--- src/rtl/mips_cpu_lsu.sv ---
// MIPS load/store unit: turns one load/store request into a single Avalon-style bus access.
// Define MIPS_CPU_LSU_UNALIGNED_EN to enable LWL/LWR; without it, opcodes 2 and 6 are rejected.
module mips_cpu_lsu (
  input  logic        clk,
  input  logic        reset,
  input  logic        req,
  input  logic [3:0]  op,
  input  logic [31:0] addr,
  input  logic [31:0] wdata,
  input  logic [31:0] rt_in,
  output logic        busy,
  output logic        done,
  output logic        error,
  output logic [31:0] rdata,
  output logic [31:0] address,
  output logic        read,
  output logic        write,
  input  logic        waitrequest,
  output logic [31:0] writedata,
  output logic [3:0]  byteenable,
  input  logic [31:0] readdata
);

  localparam int unsigned DW  = 32;
  localparam int unsigned BEW = 4;
  localparam int unsigned OPW = 4;

  localparam logic [OPW-1:0] OP_LB  = 4'd0;
  localparam logic [OPW-1:0] OP_LH  = 4'd1;
  localparam logic [OPW-1:0] OP_LWL = 4'd2;
  localparam logic [OPW-1:0] OP_LW  = 4'd3;
  localparam logic [OPW-1:0] OP_LBU = 4'd4;
  localparam logic [OPW-1:0] OP_LHU = 4'd5;
  localparam logic [OPW-1:0] OP_LWR = 4'd6;
  localparam logic [OPW-1:0] OP_SB  = 4'd8;
  localparam logic [OPW-1:0] OP_SH  = 4'd9;
  localparam logic [OPW-1:0] OP_SW  = 4'd11;

  typedef enum logic [1:0] {S_IDLE, S_BUS, S_RDATA, S_DONE} state_e;

  state_e         state_q, state_d;
  logic [OPW-1:0] op_q, op_d;
  logic [DW-1:0]  addr_q, addr_d, wdata_q, wdata_d, rt_q, rt_d;
  logic [DW-1:0]  rdata_q, rdata_d, address_q, address_d, writedata_q, writedata_d;
  logic [BEW-1:0] byteenable_q, byteenable_d;
  logic           busy_q, busy_d, done_q, done_d, error_q, error_d;
  logic           read_q, read_d, write_q, write_d, bus_d;

  function automatic logic op_legal(input logic [OPW-1:0] o);
    case (o)
      OP_LB, OP_LH, OP_LW, OP_LBU, OP_LHU, OP_SB, OP_SH, OP_SW: op_legal = 1'b1;
`ifdef MIPS_CPU_LSU_UNALIGNED_EN
      OP_LWL, OP_LWR: op_legal = 1'b1;
`else
      OP_LWL, OP_LWR: op_legal = 1'b0;
`endif
      default: op_legal = 1'b0;
    endcase
  endfunction

  function automatic logic misaligned(input logic [OPW-1:0] o, input logic [1:0] a);
    case (o)
      OP_LH, OP_LHU, OP_SH: misaligned = a[0];
      OP_LW, OP_SW:         misaligned = |a;
      default:              misaligned = 1'b0;
    endcase
  endfunction

  function automatic logic [BEW-1:0] byte_en(input logic [OPW-1:0] o, input logic [1:0] a);
    case (o)
      OP_LB, OP_LBU, OP_SB: byte_en = 4'b0001 << a;
      OP_LH, OP_LHU, OP_SH: byte_en = a[1] ? 4'b1100 : 4'b0011;
      default:              byte_en = 4'b1111;
    endcase
  endfunction

  function automatic logic [DW-1:0] wr_data(input logic [OPW-1:0] o, input logic [DW-1:0] w);
    case (o)
      OP_SB:   wr_data = {4{w[7:0]}};
      OP_SH:   wr_data = {2{w[15:0]}};
      default: wr_data = w;
    endcase
  endfunction

  // Lane extraction plus LWL/LWR merge with the old rt value.
  function automatic logic [DW-1:0] load_data(input logic [OPW-1:0] o, input logic [1:0] a,
                                              input logic [DW-1:0] rd, input logic [DW-1:0] rt);
    logic [7:0]  b;
    logic [15:0] h;
    logic [4:0]  sh_k, sh_nk;
    sh_k  = {a, 3'b000};
    sh_nk = {2'(2'd3 - a), 3'b000};
    b     = 8'(rd >> sh_k);
    h     = a[1] ? rd[31:16] : rd[15:0];
    case (o)
      OP_LB:   load_data = {{24{b[7]}}, b};
      OP_LBU:  load_data = {24'd0, b};
      OP_LH:   load_data = {{16{h[15]}}, h};
      OP_LHU:  load_data = {16'd0, h};
      OP_LWL:  load_data = (rd << sh_nk) | (rt & (32'h00FF_FFFF >> sh_k));
      OP_LWR:  load_data = (rd >> sh_k) | (rt & ~(32'hFFFF_FFFF >> sh_k));
      default: load_data = rd;
    endcase
  endfunction

  // Next-state, captured request and registered bus/status outputs.
  always_comb begin
    state_d = state_q;
    op_d    = op_q;
    addr_d  = addr_q;
    wdata_d = wdata_q;
    rt_d    = rt_q;
    rdata_d = rdata_q;
    error_d = 1'b0;
    case (state_q)
      S_IDLE: begin
        if (req) begin
          op_d    = op;
          addr_d  = addr;
          wdata_d = wdata;
          rt_d    = rt_in;
          if (!op_legal(op) || misaligned(op, addr[1:0])) begin
            state_d = S_DONE;
            error_d = 1'b1;
            rdata_d = '0;
          end else begin
            state_d = S_BUS;
          end
        end
      end
      S_BUS: begin
        if (!waitrequest) begin
          state_d = op_q[3] ? S_DONE : S_RDATA;
          if (op_q[3]) rdata_d = '0;
        end
      end
      S_RDATA: begin
        rdata_d = load_data(op_q, addr_q[1:0], readdata, rt_q);
        state_d = S_DONE;
      end
      S_DONE:  state_d = S_IDLE;
      default: state_d = S_IDLE;
    endcase
    bus_d        = (state_d == S_BUS);
    busy_d       = (state_d != S_IDLE);
    done_d       = (state_d == S_DONE);
    read_d       = bus_d && !op_d[3];
    write_d      = bus_d && op_d[3];
    address_d    = bus_d ? {addr_d[31:2], 2'b00} : '0;
    byteenable_d = bus_d ? byte_en(op_d, addr_d[1:0]) : '0;
    writedata_d  = write_d ? wr_data(op_d, wdata_d) : '0;
  end

  always_ff @(posedge clk) begin
    if (reset) begin
      state_q      <= S_IDLE;
      op_q         <= '0;
      addr_q       <= '0;
      wdata_q      <= '0;
      rt_q         <= '0;
      rdata_q      <= '0;
      error_q      <= 1'b0;
      busy_q       <= 1'b0;
      done_q       <= 1'b0;
      read_q       <= 1'b0;
      write_q      <= 1'b0;
      address_q    <= '0;
      byteenable_q <= '0;
      writedata_q  <= '0;
    end else begin
      state_q      <= state_d;
      op_q         <= op_d;
      addr_q       <= addr_d;
      wdata_q      <= wdata_d;
      rt_q         <= rt_d;
      rdata_q      <= rdata_d;
      error_q      <= error_d;
      busy_q       <= busy_d;
      done_q       <= done_d;
      read_q       <= read_d;
      write_q      <= write_d;
      address_q    <= address_d;
      byteenable_q <= byteenable_d;
      writedata_q  <= writedata_d;
    end
  end

  assign busy       = busy_q;
  assign done       = done_q;
  assign error      = error_q;
  assign rdata      = rdata_q;
  assign read       = read_q;
  assign write      = write_q;
  assign address    = address_q;
  assign byteenable = byteenable_q;
  assign writedata  = writedata_q;

endmodule

--- config.mk ---
export PLATFORM = sky130hd
export DESIGN_NAME = mips_cpu_lsu
export DESIGN_NICKNAME = d
export VERILOG_FILES = /design/src/rtl/mips_cpu_lsu.sv
export SDC_FILE = /design/constraint.sdc
export NUM_CORES = 1
export LEC_CHECK = 0
export ABC_AREA = 1
export CAP_MARGIN = 20
export CORE_MARGIN = 8
export CORE_UTILIZATION = 40
export CTS_CLUSTER_SIZE = 16
export DETAILED_ROUTE_END_ITERATION = 12
export GPL_TIMING_DRIVEN = 0
export PLACE_DENSITY = 0.75
export RECOVER_POWER = 50
export SLEW_MARGIN = 10
export SYNTH_ARGS = -nofsm -noshare
export SYNTH_HDL_FRONTEND = slang
export SYNTH_SLANG_ARGS = --single-unit
--- constraint.sdc ---
create_clock -name clk -period 4.2 [get_ports clk]
set_input_delay 0.84 -clock clk [delete_from_list [all_inputs] [get_ports clk]]
set_output_delay 0.84 -clock clk [all_outputs]
set_load 0.01 [all_outputs]
* Word level (Yosys, flattened, before mapping)
Memories as Yosys holds them, arrays and structs flattened. Index checks and enable logic that the tools add are counted.
Operators by class: add/sub/neg operators 1, equal/unequal tests 24, shifts and indexed selects 5, muxes and demuxes 27, bitwise logic cells 9, reduce and logical (&&, ||, !) cells 20
Operators by type and width (count):
- two-way mux 32 bit | 8
- one-hot mux 32 bit (6 select lines) | 1
- one-hot mux 32 bit (3 select lines) | 1
- bitwise AND 32 bit | 2
- bitwise OR 32 bit | 2
- one-hot mux 32 bit (2 select lines) | 1
- NOT 32 bit | 1
- left shift 32 x 5 -> 32 bit | 1
- >> shifter 24 x 5 -> 32 bit (first input constant) | 1
- >> shifter 32 x 5 -> 32 bit | 1
- >> shifter 32 x 5 -> 32 bit (first input constant) | 1
- equality test 4 x 3 -> 1 bit (second input constant) | 6
- equality test 4 bit (second input constant) | 4
- two-way mux 16 bit | 1
- equality test 4 x 1 -> 1 bit (second input constant) | 3
- two-way mux 4 bit | 3
- OR reduction 3 bit | 4
- equality test 4 x 2 -> 1 bit (second input constant) | 2
- logical NOT 4 bit | 2
- inequality test 2 bit (second input constant) | 4
- one-hot mux 2 bit (4 select lines) | 1
- one-hot mux 4 bit (2 select lines) | 1
- OR reduction 2 bit | 4
- equality test 2 bit (second input constant) | 3
- other kinds (15) | 28
Storage, ports and cells: flip-flop bits (word level) 207, bits in read-only memories 16, output and inout bits 105, memories kept 1
Memory list:
- (name not given) | depth 16, width 1, read ports 1, clocked after memory_dff 0, write ports 0, line 50 | case (o)

* Longest topological paths before layout
Gate-level depths: netlist (run 1).
depth after elaboration 13, gate-level depth with buffers 15, mapped depth without buffers 13

* Worst setup path before layout (run 1)
OpenSTA, ideal clock, no wires.
path type input to register, start input req, end register writedata_q[30], in the netlist writedata[30], setup time 128 ps, arrival time 1946 ps, data required time 4072 ps, path slack 2126 ps, stages on the path 13, path buffers 3, cells stage by stage buf_4 > nand2_2 > buf_6 > nand2_2 > nand2_2 > nand2_4 > nor2_8 > inv_2 > buf_2 > nand2_1 > inv_1 > nor2_1 > nor2_1
Between the ends: cells in the longest elaborated chain, start to end 6, elaborated cells on any way between the ends 13, classes of those cells eq/ne: 3; mux: 7; bitwise: 1; reduce/logical: 2
RTL lines:
- start: declaration | line 6 | input logic req,
- two-way mux 2 bit | line 117 | if (req) begin
- one-hot mux 2 bit (4 select lines) | line 115 | case (state_q)
- equality test 2 x 1 -> 1 bit | line 144 | bus_d = (state_d == S_BUS);
- logical AND 1 bit | line 148 | write_d = bus_d && op_d[3];
- NOT 1 bit (no line)
- OR reduction 2 bit (no line)
- end signal: assignment | line 184 | writedata_q <= writedata_d;
- end: declaration | line 44 | logic [DW-1:0] rdata_q, rdata_d, address_q, address_d, writedata_q, writedata_d;
Parallel ways exist; a longest one is shown, timed or not. A chain may end at the register's enable or synchronous reset.

* Final worst setup path (run 1)
start register state_q[1], end register address_q[30], in the netlist address[30]
Between the ends: cells in the longest elaborated chain, start to end 5, elaborated cells on any way between the ends 11, classes of those cells eq/ne: 4; mux: 4; bitwise: 1; reduce/logical: 2
RTL lines:
- start: declaration | line 41 | state_e state_q, state_d;
- start signal: assignment | line 171 | state_q <= state_d;
- equality test 2 bit (tied with other cells) | line 115
- one-hot mux 2 bit (4 select lines) | line 115
- equality test 2 x 1 -> 1 bit | line 144
- NOT 1 bit (no line)
- OR reduction 2 bit (no line)
- end signal: assignment | line 182 | address_q <= address_d;
- end: declaration | line 44
Parallel ways exist; a longest one is shown, timed or not.

==> results.txt, run 1 <==
* Largest cells by area after synthesis: dfxtp_1 (42%), nand2_1 (12%), nor2_1 (11%)
* Number of instances in the synthesized netlist: around 1500
- The worst path meets setup with approximately 0.93 ns of slack.
* Placed cell area: ~0.013 mm²
- At the pin with the least slew margin, the transition time is ~1.0 ns.
- The number of hold buffers added after CTS was 0.
* Congestion Overflow GR: 0
* Remaining design rule violation count: 0
* CTS Buf Count: 23
- Adding up every negative setup slack in the final design gives 0 ns.
- For this run, asynchronously set or reset flops after synthesis account for 0.
- Of all cell types, the one taking the most synthesized area is dfxtp_1.
- Initial Utilization: 0.406
- # Post-CTS Setup Buffers: 0
- TritonCTS sink count: around 210
- After the last flow step, the layout net total stands at 1879.
- The worst pin sits at a relative slew slack of 0.335.
- Areal power density over the cells: 624 mW/mm²
- Class of the tightest hold or removal check: register to register
- Worst-Skew Late Latency: between 0.5 and 0.6 ns
- Critical path endpoint category: register
- Summing every instance area after synthesis gives a little under 0.01 mm².
* Fraction of layout instances using a drive strength above 1: 0.0638
- Wire per inst: ~18 µm
- The number of global-route vias before repair came to between 10000 and 15000.
* Unique cell type count in the Yosys netlist: 32
- In this run the number of H-tree levels came out at 1.
* Critical path type: register to register
- Number of cells upsized or downsized after cts: 0
- Final instance area: between 0.01 and 0.015 mm²
- The initial antenna violation count was 6.
* DP Worst Slack: about 1 ns
- Area of the die: between 0.02 and 0.03 mm²
* Register area share after synthesis: 0.418
* Highest fanout seen on the critical path: 10
* Die width: 173 µm
- Most frequent cell after synthesis: nand2_1
- Dividing the detail-routed via count by the number of cells gives 5.17.
* Clock root buffer master: clkbuf_16
- Max stage delay on crit path: between 0.6 and 0.7 ns
* Final setup violation count: 0
- Largest vdd supply drop: around 0.45 mV
- Top achievable clock speed: 306 MHz
- Number of max-slew violations in the final report: 0
- Largest net degree at the start of global routing: 14
- For the final database, setup skew stands at ~0.017 ns.
- DIE HEIGHT: about 170 µm
- Cell types with the highest counts after synthesis: nand2_1 (321), nor2_1 (283), dfxtp_1 (205)
- CP max stage cell: clkbuf_1
- After clock tree synthesis, the clock-pin slew on the worst setup and hold paths is roughly 0.060 ns.
* Area Growth Syn to Fin: 35.5%
- Post-detailed-placement half-perimeter wirelength: 29.5 mm
- For this run, the leading register cell type out of synthesis is dfxtp_1.
- Number of buffer cells added on primary ports: approximately 240
- Final period utilization: 0.779
- Violation count after the first detailed-route iteration: 697
- For the worst setup path, the data arrival time is 3.67 ns.
- Avg Cell Area, Syn: roughly 6.6 µm²
- In this run the static leakage power is ~6 nW.
* Total detailed-routing wirelength: about 38 mm
- Post-route minimum period: ~3.3 ns
* Critical path cell sequence: inv_1 -> ha_1 -> clkbuf_1 -> nand2_1 -> clkbuf_1 -> clkbuf_1 -> clkbuf_1 -> mux2i_1 -> nor2_1
- Cell type with the highest occurrence count on the critical path: clkbuf_1
- STA classifies the critical path startpoint as a register.
* Endpoints failing hold: 0
* Synth top area share: 0.418
- STA puts the critical path data required time at 4.60 ns.
- Hold slack: about 0.46 ns
- For this run, the total global-route usage over all layers was measured as 0.244.
* Clock tree from TritonCTS: done
- Number of enable flip-flop cells after synthesis: 0
- Routed via count: ~11000
- First-pass GRT wire length: approximately 59 mm
- MaxCap Viol Count: 0
- After filler insertion, the fill cell instance count of the layout stands at between 2000 and 2500.
- Post-DRT Antenna Nets: 0
- Number of placement rows: 57
- Setup repair after global routing left no endpoint under its margin.
- Total Power Consumption: just over 8 mW
* Routability Congestion: approximately 0.99
- Ys Warns: 0
- The longest clock path from root to sink contains 3 buffers.
- For this design the top-level I/O count stands at about 240.
- After synthesis the netlist holds a flip-flop and latch count of 205.
* First-pass iteration count of the detailed router: 5
* Core area: 0.0242 mm²
* Run status: complete, no violations
## cell type report
class,instances,area (µm²),share of cell area
multi-input combinational,1060,4830,0.363
sequential,205,4100,0.308
timing repair buffer,236,2360,0.178
clock buffer,33,663,0.0498
inverter,126,473,0.0355
tap,324,405,0.0305
buffer,87,374,0.0281
clock inverter,8,87.6,0.00658
antenna,4,10.0,0.000752
## final timing paths
kind                                    end  slack (ns)  depth (start not counted)  startpoint
worst max-delay path            address[30]        0.93                          9  state_q[1]
worst max register to register  address[30]        0.93                          9  state_q[1]
worst min register to register     rt_q[28]        0.46                          2    rt_q[28]
worst min-delay path               rt_q[28]        0.46                          2    rt_q[28]
## power by group
part           total, mW  internal [mW]  switching (mW)  leakage (nW)
logic               3.81           1.30            2.51          4.09
registers           2.51           2.35           0.163          1.67
clock network       1.98           1.17           0.820         0.361
## worst max-delay path: cells and delay by family, from the launching register on
family                   cells  cell delay [ns]
adder cells (fa/ha/maj)      1             0.18
flip-flops                   1             0.39
buffers and inverters        5             1.96
multiplexers                 1             0.34
AND/OR/NAND/NOR              2             0.24
## registers in the layout (all words and copies together) (netlist names)
signal	cells
rdata	32
byteenable	4
done	1
addr_q	32
read	1
write	1
op_q	4
address	30
busy	1
writedata	32
rt_q	32
wdata_q	32
error	1
state_q	2
## cells in the final DEF, fill, tap and decap left out, types with 4 or more instances in the layout
cell type and count:
or2_2 33, buf_4 5, nor2_1 283, or2_1 6
inv_1 120, o21ai_0 121, clkbuf_16 23, clkdlybuf4s50_1 163
o21ai_1 12, inv_2 6, nand2_2 6, ha_1 4
and2_1 7, dfxtp_1 205, mux2i_1 23, clkbuf_8 5
nand3_1 105, diode_2 4, a21oi_1 115, dlygate4sd3_1 73
nand2_1 322, clkbuf_1 66, o21a_1 10, buf_2 17
## per-layer routing
layer,vias up,track usage,part of all wire
met4,4,0.0981,0.037
met3,84,0.0629,0.088
met5,-,0,0.00060
met1,5008,0.283,0.40
li1,5206,-,-
met2,462,0.424,0.48
## stage by stage
step	instances	util
2_1_floorplan	1478	-
3_3_place_gp	2038	0.521
3_5_place_dp	2038	0.521
4_1_cts	2079	0.552
5_1_grt	2083	0.550
6_report	2083	0.550
## cell families (layout without fill, tap and decap cells)
group / count (synthesis) / in the layout / share of synthesized area
buffers and inverters: 213 / 490 / 0.0890
AO/OA/AOI/OAI: 260 / 260 / 0.137
adder cells (fa/ha/maj): 4 / 4 / 0.00510
flip-flops: 205 / 205 / 0.418
AND/OR/NAND/NOR: 771 / 771 / 0.327
multiplexers: 23 / 23 / 0.0235
other: 1 / 6 / 0.000382
Power figures use the tool's default switching activity.
==> inputs of run 2 (changes only) <==
==> constraint.sdc (replaced) <==
create_clock -name clk -period 3.4 [get_ports clk]
set_input_delay 0.68 -clock clk [delete_from_list [all_inputs] [get_ports clk]]
set_output_delay 0.68 -clock clk [all_outputs]
set_load 0.01 [all_outputs]
==> results.txt, run 2 (synthesis gave the netlist of run 1 again) <==
- In this run the deepest clock path goes through 3 buffers.
- The signal on the critical path passes through inv_1 -> ha_1 -> buf_6 -> nand2_1 -> clkbuf_1 -> clkbuf_1 -> buf_2 -> mux2i_1 -> nor2_1.
* Internal reg-to-reg setup slack: 0.60 ns
- STA puts the critical path data required time at between 3 and 4 ns.
- Clock tree from TritonCTS: done
* Hold slack: about 0.46 ns
* Congestion Overflow GR: 0
* Number of max-slew violations in the final report: 0
* Final period utilization: 0.824
- In this run the number of H-tree levels came out at 1.
- Top achievable clock speed: 357 MHz
* Fraction of layout instances using a drive strength above 1: 0.0661
- First-pass iteration count of the detailed router: 5
- After layout, the worst setup slack is between 0.5 and 0.6 ns.
- STA classifies the critical path endpoint as a register.
- Routed via count: between 10000 and 15000
* Normalized max-slew margin: 0.346
- For this design, the CTS-stage hold fixing added 0 buffers.
* Largest vdd supply drop: roughly 0.55 mV
* Skew final: about 0.016 ns
- For this design, the slowest cell found on the critical path is clkbuf_1.
- Using the TritonRoute via totals, the vias-per-cell ratio works out to 5.15.
- Setup repair after global routing left no endpoint under its margin.
* CTS clk-pin slew, worst paths: 0.06 ns
- Largest net degree at the start of global routing: 14
- In the final timing run, aggregate negative setup slack is 0 ns.
* Final setup violation count: 0
* Final instance count without filler cells: ~2100
- The clock drives 205 sinks.
- Highest fanout seen on the critical path: 10
- Count of pins on the block boundary: roughly 240
* Number of placement rows: 57
- Wire per inst: about 18 µm
- DIE HEIGHT: roughly 170 µm
* Highest-count cells in the layout ignoring fill and taps: nand2_1 (322), nor2_1 (283), dfxtp_1 (205)
- The run finished with clean final reports.
- The critical path is of the register to register type.
* Number of global-route vias before repair: 10600
* Endpoints failing hold: 0
- The worst path in the final design needs a cycle of around 2.8 ns, including I/O delays and setup.
- Number of buffer cells added on primary ports: 236
- Cell type with the highest occurrence count on the critical path: clkbuf_1
- OpenSTA, run right after detailed placement, puts the worst setup slack at between 0.3 and 0.4 ns.
- Number of cells after detailed placement: 2038
- In this run, post-CTS repair resized a total of 0 instances.
- Max stage delay on crit path: approximately 0.5 ns
- Areal power density over the cells: approximately 770 mW/mm²
- After detailed routing, the total wire length is roughly 38 mm.
- At the worst endpoint, the arrival time is ~3.2 ns.
- Slew @ Worst Pin: about 1 ns
- Violation count after the first detailed-route iteration: approximately 760
- The initial antenna violation count came to 5.
- In the global route stage, overall resource usage came out at 0.244.
- Initial Utilization: 0.406
- For this run, the post-layout net count is 1879.
- From synthesis to final layout, the design area changed by 35.6%.
- Leaving out fill and tap cells, the most frequent cell in the layout is nand2_1.
- The worst hold path belongs to the class register to register.
- The number of clock buffers added by TritonCTS is 23.
- Clock root buffer master: clkbuf_16
* # Post-CTS Setup Buffers: 0
- The wire-length estimate of the detail-placed layout is approximately 29 mm.
- Routability Congestion: 0.991
- First-pass GRT wire length: 58.7 mm
* Post-DRT Antenna Nets: 0
* Area of the die: around 0.03 mm²
- In this run the standard cell core region covers roughly 0.024 mm².
- Across the run, the number of max-cap violations was 0.
- The worst setup path is launched from a register.
- The clock reaches the later pin of the worst-skew pair after ~0.54 ns.
- Die width: roughly 170 µm
- Leakage dissipation: between 6 and 7 nW
- Remaining design rule violation count: 0
-- run 2: metal layers --
layer | global-route usage | routed length, µm
met3 | 0.0629 | 3170
met5 | 0 | 23
met2 | 0.424 | 18300
met1 | 0.283 | 15300
met4 | 0.0981 | 1400
-- run 2: worst paths after layout --
kind	start	end	cells after the start
worst min-delay path	rt_q[28]	rt_q[28]	2
worst min register to register	rt_q[28]	rt_q[28]	2
worst max register to register	state_q[1]	address[30]	9
worst max-delay path	state_q[1]	address[30]	9
-- run 2: per-stage QoR --
stage	util	instance area (µm²)	power, mW
final	0.551	13300	10.3
after global routing	0.551	13300	10.9
after CTS	0.552	13300	10.4
after detailed placement	0.521	12600	7.87
after global placement	0.521	12600	7.79
after floorplan	-	9820	6.13
-- run 2: worst max-delay path, delay by kind of cell, from the launching register on --
family,cells,cell delay (ns)
multiplexers,1,0.30
buffers and inverters,5,1.57
adder cells (fa/ha/maj),1,0.20
AND/OR/NAND/NOR,2,0.18
flip-flops,1,0.39
-- run 2: area by class of cell --
class,count,area (µm²)
Sequential cell,205,4100
Antenna cell,3,7.51
Buffer,87,387
Multi-Input combinational cell,1060,4830
Tap cell,324,405
Clock inverter,8,87.6
Timing Repair Buffer,236,2360
Clock buffer,33,663
Fill cell,2313,10900
Inverter,126,473
-- run 2: power by group --
part           switching [mW]  leakage, nW  internal [mW]  total (mW)
sequential              0.198         1.67           2.90        3.10
combinational            3.11         4.15           1.61        4.72
clock                    1.01        0.361           1.44        2.45
total                    4.32         6.19           5.94        10.3
==> inputs of run 3 (changes only) <==
==> constraint.sdc (replaced) <==
create_clock -name clk -period 2.8 [get_ports clk]
set_input_delay 0.56 -clock clk [delete_from_list [all_inputs] [get_ports clk]]
set_output_delay 0.56 -clock clk [all_outputs]
set_load 0.01 [all_outputs]
==> results.txt, run 3 (synthesis gave the netlist of run 1 again) <==
- Summing all placed instances gives a cell area of approximately 0.013 mm².
- Area of the die: a little under 0.03 mm²
- Switch Pwr: roughly 5.3 mW
- # Post-CTS Setup Buffers: 0
- The share of total power dissipated in combinational logic is 0.460.
- The share of total power dissipated in the clock network is 0.238.
- In the final routed layout, each cell accounts on average for 18.3 µm.
- Final period utilization: 0.928
- Normalized max-slew margin: 0.344
- The run finished with clean final reports.
* Skew final: 0.0178 ns
- Power spread over the standard cell area amounts to roughly 940 mW/mm².
- The number of global-route vias before repair was roughly 11000.
- Worst-Skew Late Latency: about 0.54 ns
- Initial antenna violation count: 5
- The area growth from synthesis to layout is 35.9%.
* Total internal power: between 7 and 8 mW
- The number of hold violations in the final report was 0.
* Post-DRT Antenna Nets: 0
- The layout has about 2300 filler cells.
* Fraction of power consumed by sequential logic: 0.301
- Timing would allow up to between 300 and 400 MHz.
* First-pass GRT wire length: between 50 and 60 mm
- Critical Path Source Type: register
- Total Power Consumption: around 12 mW
* Internal reg-to-reg setup slack: between 0.2 and 0.25 ns
* Final setup violation count: 0
- The analysis attributes to cell leakage a power of between 6 and 7 nW.
- Most common library cell in the layout ignoring fill and taps: nand2_1
- Wires add up to roughly 38 mm.
* Initial Utilization: 0.406
- Highest fanout seen on the critical path: 10
* Critical Path End: rdata[6]
* Fraction of layout instances using a drive strength above 1: 0.0684
- Data required time at the worst endpoint: ~3.2 ns
- Average vias per placed instance: 5.17
- In this run the number of H-tree levels came out at 1.
- Entering global routing, the biggest net connects 14 pins.
- For this run, the detailed router's first-pass iteration total came to 5.
* R2R cell count: 9
* TritonCTS sink count: 205
* Final instance area: between 0.01 and 0.015 mm²
- For this run, design rule violations remaining after detail routing come to 0.
- Post-detailed-placement half-perimeter wirelength: 29.5 mm
* Critical path endpoint category: register
- For met1 alone, demand over resource in global routing was 0.283.
- Grt met2 use: 0.424
- Number of max-slew violations in the final report: 0
* Post-route minimum period: between 2 and 3 ns
- For the pin with the worst max-slew slack, the measured transition is 0.984 ns.
* Core area: 0.0242 mm²
- Max clock buf depth: 3
* Most heavily used metal layer in global routing: met2
* MaxCap Viol Count: 0
* Congestion Overflow GR: 0
- Buffers placed on the I/O ports in this run total roughly 240.
- CTS clk-pin slew, worst paths: approximately 0.060 ns
* Setup repair after global routing missed its margin: false
* DIE HEIGHT: between 150 and 200 µm
- Clock root buffer master: clkbuf_16
* Critical path type: register to register
- Layout net count: approximately 1900
* Largest vdd supply drop: 0.677 mV
- For this run, global-route usage on met3 was measured as 0.0629.
* Routability Congestion: 0.991
- Count of pins on the block boundary: ~240
- The first routing iteration left 745 violations.
* CTS Buf Count: 23
- Tracing the worst setup path back leads to its startpoint at state_q[0].
- Arrival @ worst endpoint: between 3 and 4 ns
- The number of hold buffers added after CTS was 0.
- Destination of the worst register-to-register timing path: rdata[6]
- Number of placement rows: 57
- Class of the tightest hold or removal check: register to register
- Clock tree from TritonCTS: done
* Number of cells upsized or downsized after cts: 0
- The startpoint identified for the worst register-to-register timing path is state_q[0].
- The library cells used most frequently in the layout, excluding fill and tap cells, are nand2_1 (321), nor2_1 (283), dfxtp_1 (205).
- For this run, the total global-route usage over all layers was measured as 0.244.
- Routed via count: around 11000
- In this run the horizontal extent of the chip is 173 µm.
* Net Sw Frac: 0.421
run 3: cell count changes in the layout (fill, tap and decap cells not counted), sizes merged:
| cell | previous run | this run |
|---|---|---|
| clkdlybuf4s50 | 147 | 139 |
| buf | 29 | 31 |
| dlygate4sd3 | 89 | 97 |
| clkbuf | 91 | 89 |
run 3: critical path: stages (launching register included):
cell and delay (ns):
dfxtp_1 0.31, inv_1 0.14, ha_1 0.18, buf_6 0.15, nor2_1 0.07, a21oi_2 0.48
nand2_1 0.32, clkbuf_1 0.39, a21oi_1 0.35, nor2_1 0.07
run 3: routing by layer:
| metal | up-vias | share of wire |
|---|---|---|
| met5 | - | 0.00060 |
| met4 | 4 | 0.037 |
| met3 | 90 | 0.090 |
| met2 | 463 | 0.48 |
| met1 | 5009 | 0.39 |
| li1 | 5198 | - |
run 3: how the worst min path moves through the flow:
stage | depth (start not counted) | to | startpoint | slack [ns]
after floorplan | 2 | rt_q[24] | rt_q[24] | 0.43
after CTS | 2 | rt_q[28] | rt_q[28] | 0.46
after global routing | 2 | rt_q[28] | rt_q[28] | 0.49
final | 2 | rt_q[31] | rt_q[31] | 0.46
after global placement | 2 | rt_q[24] | rt_q[24] | 0.45
after detailed placement | 2 | rt_q[28] | rt_q[28] | 0.45
run 3: through the flow:
stage          TNS (ns)  cells   util  setup slack, ns  hold WS, ns
3_5_place_dp      -1.27   2038  0.521           -0.129        0.447
5_1_grt               0   2082  0.552           0.0394        0.487
6_report              0   2082  0.552            0.201        0.457
4_1_cts               0   2079  0.552            0.282        0.456
3_3_place_gp     -0.809   2038  0.521           -0.118        0.447
2_1_floorplan         0   1478      -            0.978        0.430
run 3: cell type report:
cell class | count | area (µm²) | share of cell area
antenna | 3 | 7.51 | 0.000563
buffer | 87 | 395 | 0.0296
clock buffer | 33 | 663 | 0.0497
clock inverter | 8 | 87.6 | 0.00657
inverter | 126 | 473 | 0.0355
multi-input combinational | 1060 | 4840 | 0.363
sequential | 205 | 4100 | 0.308
tap | 324 | 405 | 0.0304
timing repair buffer | 236 | 2360 | 0.177
run 3: power by group through the flow:
stage / Clock (mW) / Sequential, mW / Combinational (mW)
2_1_floorplan: 0 / 3.87 / 3.57
3_3_place_gp: 0 / 3.80 / 5.66
3_5_place_dp: 0 / 3.83 / 5.73
4_1_cts: 3.04 / 3.77 / 5.78
5_1_grt: 3.17 / 3.82 / 6.34
6_report: 2.98 / 3.76 / 5.75
